===== config.mk =====
export PLATFORM = sky130hd
export DESIGN_NAME = instr_loader
export DESIGN_NICKNAME = d
export VERILOG_FILES = /design/src/rtl/instr_loader.sv
export SDC_FILE = /design/constraint.sdc
export NUM_CORES = 1
export LEC_CHECK = 0
export ABC_AREA = 0
export CAP_MARGIN = 25
export CORE_MARGIN = 3
export CORE_UTILIZATION = 45
export CTS_CLUSTER_SIZE = 25
export DETAILED_ROUTE_END_ITERATION = 7
export PLACE_DENSITY = 0.71
export SYNTH_ARGS = -nofsm -noshare
export SYNTH_HDL_FRONTEND = slang
export SYNTH_SLANG_ARGS = --single-unit

===== constraint.sdc =====
create_clock -name clk -period 2.29 [get_ports clk]
set_input_delay 0.687 -clock clk [delete_from_list [all_inputs] [get_ports clk]]
set_output_delay 0.687 -clock clk [all_outputs]
set_load 0.01 [all_outputs]

===== src/rtl/instr_loader.sv =====
// Program-stream loader: collects a 4-byte little-endian word count, then writes that many 32-bit words to instruction memory.
// Latency: a word is written one cycle after its 4th byte is accepted; done/start appear in that same cycle for the last word.
// Backpressure: in_ready depends only on registered state (high while loading, low in S_DONE/S_ERR); in_valid low simply stalls.
module instr_loader #(
    parameter int ADDR_W = 10
) (
    input  logic              clk,
    input  logic              rst,
    input  logic              in_valid,
    input  logic [7:0]        in_data,
    output logic              in_ready,
    output logic              imem_we,
    output logic [ADDR_W-1:0] imem_addr,
    output logic [31:0]       imem_wdata,
    input  logic              restart,
    output logic              busy,
    output logic              done,
    output logic              error,
    output logic              start
);

    typedef enum logic [1:0] {
        S_LEN  = 2'd0,
        S_DATA = 2'd1,
        S_DONE = 2'd2,
        S_ERR  = 2'd3
    } state_t;

    // Memory capacity, kept one bit wider than N so the range check never truncates.
    localparam logic [32:0]     CAP     = 33'd1 << ADDR_W;
    localparam logic [ADDR_W:0] IDX_ONE = {{ADDR_W{1'b0}}, 1'b1};

    state_t              state_q,      state_d;
    logic [1:0]          byte_cnt_q,   byte_cnt_d;
    logic [ADDR_W:0]     word_idx_q,   word_idx_d;
    logic [31:0]         n_q,          n_d;
    logic [23:0]         asm_q,        asm_d;
    logic                imem_we_q,    imem_we_d;
    logic [ADDR_W-1:0]   imem_addr_q,  imem_addr_d;
    logic [31:0]         imem_wdata_q, imem_wdata_d;
    logic                start_q,      start_d;

    logic                xfer;
    logic [31:0]         full_word;
    logic                last_word;

    assign in_ready  = (state_q == S_LEN) || (state_q == S_DATA);
    assign xfer      = in_valid && in_ready;
    // The byte on the bus completes the group when byte_cnt_q == 3.
    assign full_word = {in_data, asm_q};
    // Index is at most CAP-1 while loading, so the +1 cannot overflow 33 bits.
    assign last_word = ({{(32-ADDR_W){1'b0}}, word_idx_q} + 33'd1) == {1'b0, n_q};

    // Next-state, byte assembly and write-strobe generation.
    always_comb begin
        state_d      = state_q;
        byte_cnt_d   = byte_cnt_q;
        word_idx_d   = word_idx_q;
        n_d          = n_q;
        asm_d        = asm_q;
        imem_we_d    = 1'b0;
        imem_addr_d  = imem_addr_q;
        imem_wdata_d = imem_wdata_q;
        start_d      = 1'b0;

        // Shared byte gathering for header and data groups.
        if (xfer) begin
            byte_cnt_d = byte_cnt_q + 2'd1;
            case (byte_cnt_q)
                2'd0:    asm_d[7:0]   = in_data;
                2'd1:    asm_d[15:8]  = in_data;
                2'd2:    asm_d[23:16] = in_data;
                default: asm_d        = '0;
            endcase
        end

        case (state_q)
            S_LEN: begin
                if (xfer && (byte_cnt_q == 2'd3)) begin
                    n_d        = full_word;
                    word_idx_d = '0;
                    if (full_word == 32'd0) begin
                        state_d = S_DONE;
                        start_d = 1'b1;
                    end else if ({1'b0, full_word} > CAP) begin
                        state_d = S_ERR;
                    end else begin
                        state_d = S_DATA;
                    end
                end
            end
            S_DATA: begin
                if (xfer && (byte_cnt_q == 2'd3)) begin
                    imem_we_d    = 1'b1;
                    imem_addr_d  = word_idx_q[ADDR_W-1:0];
                    imem_wdata_d = full_word;
                    word_idx_d   = word_idx_q + IDX_ONE;
                    if (last_word) begin
                        state_d = S_DONE;
                        start_d = 1'b1;
                    end
                end
            end
            S_DONE, S_ERR: begin
                if (restart) begin
                    state_d    = S_LEN;
                    byte_cnt_d = '0;
                    word_idx_d = '0;
                    n_d        = '0;
                    asm_d      = '0;
                end
            end
            default: state_d = S_LEN;
        endcase
    end

    // State and output registers; reset wins over every other input.
    always_ff @(posedge clk) begin
        if (rst) begin
            state_q      <= S_LEN;
            byte_cnt_q   <= '0;
            word_idx_q   <= '0;
            n_q          <= '0;
            asm_q        <= '0;
            imem_we_q    <= 1'b0;
            imem_addr_q  <= '0;
            imem_wdata_q <= '0;
            start_q      <= 1'b0;
        end else begin
            state_q      <= state_d;
            byte_cnt_q   <= byte_cnt_d;
            word_idx_q   <= word_idx_d;
            n_q          <= n_d;
            asm_q        <= asm_d;
            imem_we_q    <= imem_we_d;
            imem_addr_q  <= imem_addr_d;
            imem_wdata_q <= imem_wdata_d;
            start_q      <= start_d;
        end
    end

    assign imem_we    = imem_we_q;
    assign imem_addr  = imem_addr_q;
    assign imem_wdata = imem_wdata_q;
    assign start      = start_q;
    assign busy       = in_ready;
    assign done       = (state_q == S_DONE);
    assign error      = (state_q == S_ERR);

endmodule


# After elaboration in Yosys (flattened, before gate mapping)
# Cells that the tools add are included.
classes:
  bitwise: 1
  addsub: 3
  eq_ne: 11
  magnitude_cmp: 1
  reduce_logical: 16
  mux: 29
ops:
  columns: ["cell", "n"]
  rows:
  - ["2-to-1 mux 24 bit", 3]
  - ["2-to-1 mux 32 bit", 2]
  - ["case mux 32 bit (2 select lines)", 1]
  - ["case mux 8 bit (2 select lines)", 3]
  - ["2-to-1 mux 11 bit", 3]
  - ["case mux 11 bit (3 select lines)", 1]
  - ["equality test 12 x 32 -> 1 bit", 1]
  - ["greater-than comparator 32 x 11 -> 1 bit, second input constant", 1]
  - ["logical NOT 32 bit", 1]
  - ["2-to-1 mux 2 bit", 9]
  - ["adder 11 x 1 -> 12 bit, second input constant", 1]
  - ["adder 11 x 1 -> 11 bit, second input constant", 1]
  - ["OR reduction 2 bit", 5]
  - ["equality test 2 bit, second input constant", 4]
  - ["case mux 2 bit (3 select lines)", 1]
  - ["AND reduction 3 bit", 2]
  - ["2-to-1 mux 1 bit", 5]
  - ["equality test 2 x 1 -> 1 bit, second input constant", 2]
  - ["logical NOT 2 bit", 2]
  - ["inequality test 2 x 1 -> 1 bit, second input constant", 2]
  - ["inequality test 2 bit, second input constant", 2]
  - ["AND reduction 4 bit", 1]
  - ["adder 2 x 1 -> 2 bit, second input constant", 1]
  - ["logical AND 1 bit", 2]
  - ["5 further kinds", 5]
totals:
  input_bits: 12
  elab_cells: 70
  register_bits: 115

# Logic depth before layout (Yosys ltp)
logic_depth:
  depth_word: 6
  mapped_depth: 8
  ltp_nobuf: 7

# Least setup slack after synthesis
# Ideal clock, no wire load.
synth_path:
  kind: "register -> register"
  from: "reg word_idx_q[0]"
  to: "reg state_q[0]"
  period_less_slack_ps: 1959
  path_buffers: 1
  setup_time_ps: 132
  required_time_ps: 2158
  path_stages_with_launch: 9
  t_arrival_ps: 1827
  path_slack_ps: 331
  cell_sequence: "dfxtp_1 -> ha_1 -> and3_1 -> buf_6 -> a31oi_1 -> nor4b_2 -> nand4_1 -> o311ai_1 -> a21oi_1"
synth_via:
  elab_chain_cells: 4
synth_rtl:
  columns: ["element", "line", "text"]
  rows:
  - ["start: declaration", "35", "logic [ADDR_W:0] word_idx_q, word_idx_d;"]
  - ["start signal: assignment", "132", "word_idx_q <= word_idx_d;"]
  - ["adder 11 x 1 -> 12 bit", "52", "assign last_word = ({{(32-ADDR_W){1'b0}}, word_idx_q} + 33'd1) == {1'b0, n_q};"]
  - ["equality test 12 x 32 -> 1 bit", "52", null]
  - ["inequality test 2 bit (no source line)", null, null]
  - ["AND reduction 4 bit (no source line)", null, null]
  - ["end signal: assignment", "130", "state_q <= state_d;"]
  - ["end: declaration", "33", "state_t state_q, state_d;"]
# Every way passes these cells.
# A chain may end at the register's enable or synchronous reset.

# Final worst setup path
layout_path:
  from: "reg state_q[1]"
  to: "out error"
layout_via:
  elab_chain_cells: 1
layout_rtl:
  columns: ["element", "line", "text"]
  rows:
  - ["equality test 2 bit", "148", "assign error = (state_q == S_ERR);"]
  - ["end: declaration", "18", "output logic error,"]
# Every way passes these cells.

==> impl_metrics.ini <==
[setup_path]
start_kind = flop
path_class = reg -> out
r2r_cells = 7
crit_path_max_fanout = 4
endpoint_kind = output pin
rrSetupSlack_ps = 200
worstReg2RegStart = word_idx_q[1]
worst_ep_arrival_time_ps = 1540
required_ps = 1600
r2r-end = state_q[0]

[synthesis]
muxShareOfSynthArea = 0.00235
mappedNetlistArea_sq_um = 4800
netlist.area_leader.share = 0.480
synth_nets = 610
synth_warnings = 0
synth-adder-area-share = 0.0156
ys_ff_latch = 115
synthSimpleGateAreaFrac = 0.257
synth-xor-area-share = 0.0256
synth_edf_count = 0
ys_types = 52
synth_compound_area_frac = 0.173
synth_top_area_cell = dfxtp_1
ys.flop_type = dfxtp_1
synth_seq_area_share = 0.480
synthCells = 592
avgSynthCellArea_sq_um = 8.10
synth_top_family_by_area = simple AND/OR/NAND/NOR gates
synth-async-reset-ratio = 0
synth_area_leaders = dfxtp_1 (48%), nand2_1 (9.9%), a21oi_1 (8.9%)

[min_path]
hold_path.startpoint = imem_addr[2]
hold_class = reg -> reg
hold_end = imem_addr[2]
worstHoldPathCells = 2

[routing]
drc_errors = 0
drtPass1Iterations = 7
drt-initial-drc-count = 342
viasPerCell = 5.61
detail_route.wl_per_cell_microns = 15.9
ant_nets = 0
num_vias = 4543
wl_microns = 12900

[layout]
finalNetCount = 679
nFillCells = 872
final_cell_mix = nand2_1 (126), dfxtp_1 (113), a21oi_1 (85)
diodes = 0
postLayoutCoreUtil = 0.605
mostFrequentLayoutCell = nand2_1
layout-drive-gt1-share = 0.122
areaGrowthSynthToFinish_pct = 30.2
finalInstanceArea_sq_um = 6250

[sta]
finalCriticalPeriod_ps = 2230
fin_crit_sh = 0.974
max_freq_mhz = 449
rsz0062_at_grt = no
slew_violations = 0
setup_viol = 0
worst_pin_slew_ps = 685
slew_headroom = 0.541
skew_ps = 12.6
tns_ps = 0
finalHoldViolations = 0

[placed_design]
globalplace.congestion = 0.889
placed_area_sq_um = 5660
io_buffer_count = 59
hpwl_microns = 8740

[cts]
cts_setup_buffers = 0
cts-root-buf = clkbuf_8
htree_levels = 4
max-clock-path-buffers = 2
ctsHoldBuffers = 0
cts_tree = built
cts_buffers = 17
clock_latency_ps = 510
cts.clk_slew.worst_paths_ps = 50
cts.sinks = 115

[pwr]
leakage_nw = 2.25
power_w = 0.00490
power_density_nw_per_um2 = 784
vdd.ir_drop.worst_mv = 0.584

[job]
maxCapViolCount = 0

[die]
die-area_sq_um = 11900
rows = 37
start_util = 0.465
io_pins = 60
die_w_microns = 109
die_h_microns = 109
core_area_sq_um = 10300

[grt]
grt.total_usage = 0.228
gr-total-overflow = 0
grt_pass1_vias = 4285
grt_first_pass_wirelength_microns = 21000
grt_start_max_net_pins = 49
antenna_found_initial = 0

[outcome]
status = completed
[power by group]
group	leakage (nW)	switching, W	internal [W]	total [W]
sequential	0.929	0.0000387	0.00203	0.00207
combinational	1.04	0.000171	0.000105	0.000275
clock	0.280	0.000895	0.00165	0.00255
[state kept, by name, indices dropped and copies added (netlist names), 2 cells and up]
signal / flops
byte_cnt_q: 2
imem_addr: 10
n_q: 32
asm_q: 24
word_idx_q: 11
state_q: 2
imem_wdata: 32
[worst max path at each step]
stage | startpoint | to | slack (ps)
floorplan | word_idx_q[0] | state_q[0] | 330
global placement | in_data[0] | state_q[1] | -280
detailed placement | in_data[0] | state_q[1] | -280
CTS | state_q[1] | done | 10
global route | state_q[1] | error | 10
finish | state_q[1] | error | 60
[worst max-delay path: stages, from the launching register on]
cell and delay [ps]:
dfxtp_4 380, and2_1 130, clkdlybuf4s50_1 530
[kinds of logic after synthesis]
kind of cell | Yosys count
AND/OR/NAND/NOR | 264
AO/OA/AOI/OAI | 142
adder cells (fa/ha/maj) | 6
XOR/XNOR | 14
multiplexers | 1
buffers and inverters | 50
flip-flops | 115
[area by class of cell]
class	instances	area (sq um)	share of cell area
Multi-Input combinational cell	427	2280	0.365
Clock buffer	23	477	0.0763
Clock inverter	9	103	0.0164
Sequential cell	115	2310	0.369
Tap cell	136	170	0.0272
Timing Repair Buffer	94	888	0.142
Inverter	6	22.5	0.00361
[cells in the mapped netlist, drive strengths merged (5+ instances only)]
cell,n
nand2,126
dfxtp,115
a21oi,85
nor2,44
nand3,40
clkbuf,31
a22oi,24
o21ai,15
buf,13
nor4,12
nand4,11
xor2,8
ha,6
inv,6
xnor2,6
and2,5
and3,5
[per-layer routing]
metal  part of all wire  GRT usage  wire length [microns]  vias to the layer above
met2               0.47      0.361                   6060                      211
met1               0.43      0.295                   5510                     2113
met4              0.026     0.0899                    341                        0
met5                  0          0                      0                        -
li1                   -          -                      -                     2190
met3              0.078     0.0628                   1000                       29
[what timing repair did]
action | in CTS | in global routing
setup endpoints to repair | 2 | 2
gates cloned | 0 | 0
resized for setup | 1 | 3
[through the flow]
step	std cells	worst slack, ps	hold slack (ps)
after global routing	810	14.1	468
after global placement	778	-278	439
after floorplan	592	331	432
after CTS	810	9.69	451
final	810	60.7	450
after detailed placement	778	-277	445
Note: power is estimated with default switching activity, not from simulation.
